## src/rtl/gcd_pkg.sv

```systemverilog
// Shared types and sizing for the Euclidean GCD sequencer.
package gcd_pkg;

   localparam int DATA_W   = 32;
   localparam int ITER_W   = 6;
   localparam int ITER_MAX = 63;

   typedef enum logic [2:0] {
      IDLE,
      CHECK,
      ISSUE,
      ARM,
      WAIT,
      DONE
   } state_t;

endpackage

```

## src/rtl/gcd_wdog.sv

```systemverilog
// Watchdog for the WAIT state of gcd_mod_seq: counts cycles spent waiting
// on the mod unit and flags the cycle in which the limit is reached.
// Only instantiated when GCD_WDOG_EN is defined.
module gcd_wdog #(
   parameter int WD_CYCLES = 128
) (
   input  logic clk,
   input  logic resetn,
   input  logic clear,     // high in the cycle before ARM
   input  logic active,    // high while the sequencer sits in WAIT
   output logic expired    // this WAIT cycle brings the count to WD_CYCLES
);

   localparam int CNT_W = $clog2(WD_CYCLES + 1);

   logic [CNT_W-1:0] cnt;

   // Wait-cycle counter, cleared on the way into ARM, saturating at the limit.
   // NOTE: sequential state uses non-blocking assignments so every register
   // samples pre-edge values regardless of process ordering.
   always_ff @(posedge clk or negedge resetn) begin
      if (!resetn) begin
         cnt <= '0;
      end else if (clear) begin
         cnt <= '0;
      end else if (active && (cnt != CNT_W'(WD_CYCLES))) begin
         cnt <= cnt + 1'b1;
      end
   end

   assign expired = active && (cnt == CNT_W'(WD_CYCLES - 1));

endmodule

```

## src/rtl/gcd_mod_seq.sv

```systemverilog
// Euclidean GCD sequencer driving an external multi-cycle mod unit.
// Swaps, zero divisors and divisors with the MSB set are handled locally, so
// the mod unit only ever sees 0 < mod_b < 2^31.
// Optional feature: define GCD_WDOG_EN to build the WAIT-state watchdog
// (abort after WD_CYCLES cycles in WAIT with err=1, gcd=0).
module gcd_mod_seq
   import gcd_pkg::*;
#(
   parameter int WD_CYCLES = 128
) (
   input  logic              clk,
   input  logic              resetn,
   input  logic              start,
   input  logic [DATA_W-1:0] op_a,
   input  logic [DATA_W-1:0] op_b,
   output logic              busy,
   output logic              done,
   output logic [DATA_W-1:0] gcd,
   output logic [ITER_W-1:0] iter,
   output logic              err,
   output logic              mod_run,
   output logic [DATA_W-1:0] mod_a,
   output logic [DATA_W-1:0] mod_b,
   input  logic [DATA_W-1:0] mod_result,
   input  logic              mod_ready
);

   state_t              state, state_nxt;
   logic [DATA_W-1:0]   x, y, gcd_q;
   logic [ITER_W-1:0]   iter_q, iter_inc;
   logic                y_zero, x_lt_y, y_msb;
   logic                timeout;

   assign y_zero   = (y == '0);
   assign x_lt_y   = (x < y);
   assign y_msb    = y[DATA_W-1];
   assign iter_inc = (iter_q == ITER_W'(ITER_MAX)) ? iter_q : iter_q + 1'b1;

`ifdef GCD_WDOG_EN
   logic err_q;

   gcd_wdog #(.WD_CYCLES(WD_CYCLES)) u_wdog (
      .clk     (clk),
      .resetn  (resetn),
      .clear   (state == ISSUE),
      .active  (state == WAIT),
      .expired (timeout)
   );

   // Abort flag: cleared by an accepted start, set when the watchdog fires.
   always_ff @(posedge clk or negedge resetn) begin
      if (!resetn) begin
         err_q <= 1'b0;
      end else if ((state == IDLE) && start) begin
         err_q <= 1'b0;
      end else if ((state == WAIT) && !mod_ready && timeout) begin
         err_q <= 1'b1;
      end
   end

   assign err = err_q;
`else
   // WD_CYCLES only has an effect when the watchdog is built.
   logic unused_wd_cycles;
   assign unused_wd_cycles = (WD_CYCLES > 0);
   assign timeout          = 1'b0;
   assign err              = 1'b0;
`endif

   // State register.
   always_ff @(posedge clk or negedge resetn) begin
      if (!resetn) state <= IDLE;
      else         state <= state_nxt;
   end

   // Next-state logic; WAIT gives mod_ready priority over the watchdog.
   // NOTE: default assigned first so no path through the case leaves
   // state_nxt unassigned and infers a latch.
   always_comb begin
      state_nxt = state;
      case (state)
         IDLE:    if (start) state_nxt = CHECK;
         CHECK: begin
            if (y_zero)                 state_nxt = DONE;
            else if (x_lt_y || y_msb)   state_nxt = CHECK;
            else                        state_nxt = ISSUE;
         end
         ISSUE:   state_nxt = ARM;
         ARM:     state_nxt = WAIT;
         WAIT: begin
            if (mod_ready)    state_nxt = CHECK;
            else if (timeout) state_nxt = DONE;
         end
         DONE:    state_nxt = IDLE;
         default: state_nxt = IDLE;
      endcase
   end

   // Euclid datapath: operand latch, swap, local MSB step, mod-unit step.
   always_ff @(posedge clk or negedge resetn) begin
      if (!resetn) begin
         x      <= '0;
         y      <= '0;
         iter_q <= '0;
         gcd_q  <= '0;
      end else begin
         case (state)
            IDLE: begin
               if (start) begin
                  x      <= op_a;
                  y      <= op_b;
                  iter_q <= '0;
               end
            end
            CHECK: begin
               if (y_zero) begin
                  gcd_q <= x;
               end else if (x_lt_y) begin
                  x <= y;
                  y <= x;
               end else if (y_msb) begin
                  // x >= y >= 2^31, so x mod y is a single subtraction.
                  x      <= y;
                  y      <= x - y;
                  iter_q <= iter_inc;
               end
            end
            WAIT: begin
               if (mod_ready) begin
                  x      <= y;
                  y      <= mod_result;
                  iter_q <= iter_inc;
               end else if (timeout) begin
                  gcd_q <= '0;
               end
            end
            default: ;
         endcase
      end
   end

   assign busy    = (state != IDLE);
   assign done    = (state == DONE);
   assign mod_run = (state == ISSUE);
   assign mod_a   = x;
   assign mod_b   = y;
   assign gcd     = gcd_q;
   assign iter    = iter_q;

endmodule

```

## config.mk

```make
export PLATFORM = sky130hd
export DESIGN_NAME = gcd_mod_seq
export DESIGN_NICKNAME = d
export VERILOG_FILES = /design/src/rtl/gcd_pkg.sv /design/src/rtl/gcd_wdog.sv /design/src/rtl/gcd_mod_seq.sv
export SDC_FILE = /design/constraint.sdc
export NUM_CORES = 1
export LEC_CHECK = 0
export ABC_CLOCK_PERIOD_IN_PS = 4150
export CORE_MARGIN = 2
export CORE_UTILIZATION = 48
export CTS_CLUSTER_DIAMETER = 30
export DETAILED_ROUTE_END_ITERATION = 16
export GPL_TIMING_DRIVEN = 0
export PLACE_DENSITY = 0.81
export SYNTH_ARGS = -nofsm -noshare
export SYNTH_HDL_FRONTEND = slang
export SYNTH_SLANG_ARGS = --single-unit
```

## constraint.sdc

```tcl
create_clock -name clk -period 4.15 [get_ports clk]
set_clock_uncertainty 0.15 [all_clocks]
set_input_delay 0.415 -clock clk [delete_from_list [all_inputs] [get_ports clk]]
set_output_delay 0.415 -clock clk [all_outputs]
set_load 0.01 [all_outputs]
```

Yosys cells after proc, flatten, opt, wreduce, memory -nomap -nowiden
Index checks and enable logic that the tools add are counted.

operators by class
  add/sub/neg operators = 2
  $lt $le $gt $ge = 1
  equal/unequal tests = 12
  muxes and demuxes = 24
  reduce and logical (&&, ||, !) cells = 10

operator list
  kind                   number
  $mux W32               10
  $pmux W32 S3           2
  $mux W6                6
  $logic_not A32 Y1      1
  $lt A32 B32 Y1         1
  $sub A32 B32 Y32       1
  $pmux W6 S3            1
  $pmux W3 S5            1
  $ne A2 B2 Y1 const B   5
  $mux W3                3
  $add A6 B1 Y6 const B  1
  $eq A3 B2 Y1 const B   2
  $eq A3 B3 Y1 const B   2
  $eq A6 B6 Y1 const B   1
  $reduce_and A6 Y1      1
  $reduce_bool A3 Y1     2
  $reduce_and A5 Y1      1
  $reduce_and A2 Y1      2
  $reduce_and A4 Y1      1
  $eq A3 B1 Y1 const B   1
  $logic_not A3 Y1       1
  $ne A3 B3 Y1 const B   1
  $mux W2                1
  $logic_or A1 B1 Y1     1

word-level totals
  register bits after elaboration = 105
  bits of input ports = 100
  output and inout bits = 106
  logic and storage cells = 55

Logic depth before layout (Yosys ltp)
  depth after elaboration = 6
  gate-level depth with buffers = 14
  mapped depth without buffers = 11

Worst setup path before layout
OpenSTA, ideal clock, no wires.

  path kind = register -> register
  start point = register x[0] (netlist: mod_a[0])
  end point = register y[10] (netlist: mod_b[10])
  library setup time = 136 ps
  data arrival time = 2734 ps
  data required time = 3864 ps
  path slack = 1130 ps
  stages on the path, launching flop included = 15
  buffers on the path = 3
  period minus slack after synthesis = 3020 ps
  cells stage by stage = dfrtp_1 > inv_1 > ha_1 > fa_1 > nand2b_1 > a21oi_1 > o21a_2 > o21a_2 > o2111a_1 > buf_4 > nor2_4 > buf_6 > buf_6 > a222oi_1 > a31oi_1

on the way
  longest elaborated chain between the ends = 5
  elaborated cells on any way between the ends = 8
  classes of those cells = 1 x add/sub; 1 x order compare; 1 x eq/ne; 4 x mux; 1 x reduce/logical

ends and longest elaborated chain
  item                    line                text
  from (decl)             gcd_mod_seq.sv:29   logic [DATA_W-1:0] x, y, gcd_q;
  from (signal assigned)  gcd_mod_seq.sv:110  x <= op_a;
  from (signal assigned)  gcd_mod_seq.sv:119  x <= y;
  from (signal assigned)  gcd_mod_seq.sv:123  x <= y;
  $sub A32 B32 Y32        gcd_mod_seq.sv:124  y <= x - y;
  $mux W32                gcd_mod_seq.sv:121  end else if (y_msb) begin
  $mux W32                gcd_mod_seq.sv:118  end else if (x_lt_y) begin
  $mux W32                gcd_mod_seq.sv:116  if (y_zero) begin
  $pmux W32 S3            gcd_mod_seq.sv:107  case (state)
  to (signal assigned)    gcd_mod_seq.sv:111  y <= op_b;
  to (signal assigned)    gcd_mod_seq.sv:124
  to (signal assigned)    gcd_mod_seq.sv:131  y <= mod_result;
  to (decl)               gcd_mod_seq.sv:29

Several ways; a longest one is shown, not always the timed one. The select of a mux whose other input is x is not followed.
A chain may end at the register's enable or synchronous reset.

Worst setup path after layout
  start point = register y[0] (netlist: mod_b[0])
  end point = register y[21] (netlist: mod_b[21])

on the way
  longest elaborated chain between the ends = 5
  elaborated cells on any way between the ends = 10
  classes of those cells = 1 x add/sub; 1 x order compare; 2 x eq/ne; 4 x mux; 2 x reduce/logical

ends and longest elaborated chain
  item              line
  $sub A32 B32 Y32  gcd_mod_seq.sv:124
  $mux W32          gcd_mod_seq.sv:121
  $mux W32          gcd_mod_seq.sv:118
  $mux W32          gcd_mod_seq.sv:116
  $pmux W32 S3      gcd_mod_seq.sv:107

Several ways; a longest one is shown, not always the timed one. The select of a mux whose other input is x is not followed.

==> impl_results.md <==
* Status: completed
* Req. time, crit path at around 4300 ps
* Most frequent cell after synthesis: nand2_1
* Sequential area share after synthesis at around 38%
* Die area at around 16,000 um^2
* Startpoint Class: flip-flop
* Synth top area cells: dfrtp_1 (38%), ha_1 (5.9%), nand2_1 (5.8%), a31oi_1 (5.6%), mux2_2 (5.2%)
* GRT overflow at 0
* Pre-CTS setup slack at around 550 ps
* Clock Latency Late Sink at 360 ps
* CTS root buffer: clkbuf_16
* Antenna cells at 0
* Avg Inst Size Synth at ~9 um^2
* Syn Nets at approximately 930
* Slowest library cell on the worst path: dfrtp_1
* Largest family of logic cells by synthesized area: compound AO/OA/AOI/OAI gates
* Vias at around 7.1k
* Synth Area in Adders at just over 6%
* Final period util at approximately 89%
* WP data arrival at between 3000 and 4000 ps
* CTS buffer count at 9
* CP endpoint kind: flip-flop
* Setup WS post-layout at about 460 ps
* Setup TNS at 0 ps
* Chip width at roughly 120 um
* Yosys top cell area share at 37.67%
* Synth area leader: dfrtp_1
* Initial Util at ~49%
* Initial antenna violation count at 0
* Post-layout net count at around 1.1k
* Hold Path Class: flip-flop to flip-flop
* Post-synth EDFFs at 0
* Gpl congestion at ~0.94
* Gr usage total at approximately 29%
* Relative slew slack at a little over a third
* Min Hold Slack at roughly 360 ps
* Syn Inst Count at 795
* Clock sink count at about 110
* Critical path class: flip-flop to flip-flop
* Post-synthesis compound-gate area fraction at approximately 23%
* Fraction of layout cells with a size suffix above 1 at a little under a tenth
* Post-synth cell types at between 60 and 70
* Num ports at 206
* Final Hold Vio Count at 0
* Max stage delay on crit path at 450 ps
* Via/cell ratio at ~5.9
* Seq cells post-synth at ~110
* DRC viols at 0
* CP Cell Sequence: ha_1, fa_1, nand2b_1, a21oi_1, o21a_2, o21a_2, o2111ai_1, a211oi_1, buf_4, buf_4, nand2_1, a31oi_1
* Synth Area in Simple Gates at between 10% and 20%
* Cell Rows at between 40 and 50
* Bufs and invs on worst path at 2
* Die H at between 100 and 150 um
* Synth warnings at 0
* Placed cell areas at about 9300 um^2
* Cell area after synthesis at roughly 7000 um^2
* Area of the core at roughly 14,000 um^2
* Largest net degree at the start of global routing at just under 60
* Pwr dens at 1039 nW/um^2
* Clock Pin Slew Worst Setup and Hold Paths at 80 ps
* Final Util at between 60% and 70%
* Synth cell count leaders: nand2_1 (107), dfrtp_1 (105), nor2_1 (88)
* Wire per inst at ~19 um
* Area growth syn-to-layout at 37.35%
* Top delay family on crit path: compound AO/OA/AOI/OAI gates
* Iteration-0 DRC Markers at roughly 560
* H-tree Lvls at 3
* Drt pass-1 iters at 5
* Max cap viols at 0
* RSZ-0062 raised after global routing: false
* Post-route cell area at around 9600 um^2
* Routed WL at approximately 23 mm
* Vias in the first global route at approximately 6.8k
* Post-Synth XOR/XNOR Area at around 3.4%
* Fmax at between 200 and 300 MHz
* Detail Route Antenna Nets at 0
* Worst-Margin Slew at between 900 and 1000 ps
* Leak pwr at about 0.0041 uW
* CTS tree: yes
* Maximum vdd drop at 0.4058 mV
* Post-DP HPWL at 16.99 mm
* Final Setup Violations at 0
* Async S/R FF share, synth at 100.0%
* Clock buffer depth at 2
* Primary FF master, synth: dfrtp_1
* Max FO, Critical Path at 10
* Mux contribution to synthesized area at around 5.9%
* Max Slew Vio Count at 0
* IO buf count at 204
* Fin crit period at 3685 ps
* Global-route wire length before repair at between 30 and 40 mm
per-stage QoR:
stage               power [uW]  instances
floorplan                 6661        795
CTS                       9890       1201
global placement          8839       1183
detailed placement        8966       1184
finish                    9954       1201
global route             10800       1201
layer usage:
metal / track usage, % / up-vias / routed length, um
met5: 0 / - / 0
met4: 7.733 / 0 / 327
met3: 5.842 / 22 / 1647
met2: 48.06 / 279 / 10850
met1: 39.79 / 3414 / 9954
li1: - / 3344 / -
where the power goes:
part           total (uW)  leakage (uW)  internal (uW)  switching, uW
registers            1980       0.00131           1450            534
clock network         890      0.000142            483            406
logic                7090       0.00270           3020           4070
cells by family after synthesis:
group	Yosys count
simple gates	273
mux	37
compound gates	226
fa+ha+maj	34
flops	105
xor+xnor	27
buf+inv	92
other cells	1
worst paths after layout:
check / from / end / slack (ps) / cells past startpoint
max reg2reg: mod_b[0] / mod_b[21] / 460 / 12
max: mod_b[0] / mod_b[21] / 460 / 12
min in group asynchronous: resetn / gcd[13] / 480 / 2
min reg2reg: gcd[13] / gcd[13] / 360 / 1
max in group asynchronous: resetn / gcd[29] / 2640 / 3
min: gcd[13] / gcd[13] / 360 / 1
final cells by class:
type                    count  area [um^2]
well taps                 184        230.2
fillers                  1178         4788
multi-input cells         598         3915
clock buffers              11        242.7
inverters                  41        153.9
plain buffers              51        279.0
repair buffers            206         2077
flip-flops and latches    105         2628
clock inverters             5        55.05
layout by cell type (no fill, tap or decap), drive strengths merged, types with 6 or more instances in the layout:
| cell type | Yosys | layout |
|---|---|---|
| a222oi | 28 | 28 |
| o21ai | 29 | 29 |
| a31oi | 62 | 62 |
| ha | 33 | 33 |
| nor2 | 89 | 89 |
| a21o | 9 | 9 |
| clkdlybuf4s50 | 0 | 203 |
| a21oi | 36 | 36 |
| xor2 | 15 | 15 |
| nand2b | 14 | 14 |
| clkbuf | 21 | 32 |
| xnor2 | 12 | 12 |
| mux2 | 32 | 32 |
| nor4 | 12 | 12 |
| nor3 | 7 | 7 |
| buf | 30 | 32 |
| o211ai | 9 | 9 |
| nand2 | 107 | 107 |
| nand3 | 11 | 11 |
| inv | 41 | 41 |
| nand4 | 6 | 6 |
| dfrtp | 105 | 105 |
| o21a | 8 | 8 |
flip-flops by register name, summed over array words and instances, names as in the netlist:
register  flops
iter          6
mod_a        32
mod_b        32
state         3
gcd          32
worst register-to-register path, stage by stage (launching register included):
cell	delay [ps]
dfrtp_1	450
ha_1	240
fa_1	400
nand2b_1	190
a21oi_1	270
o21a_2	280
o21a_2	200
o2111ai_1	250
a211oi_1	400
buf_4	280
buf_4	230
nand2_1	70
a31oi_1	180
repair_timing:
action / 4_1_cts / 5_1_grt
hold buffers: 1 / 0
hold endpoints to repair: 48 / 0
gates resized for setup: 0 / 0
setup buffers: 0 / 0
Note: power is estimated with default switching activity, not from simulation.
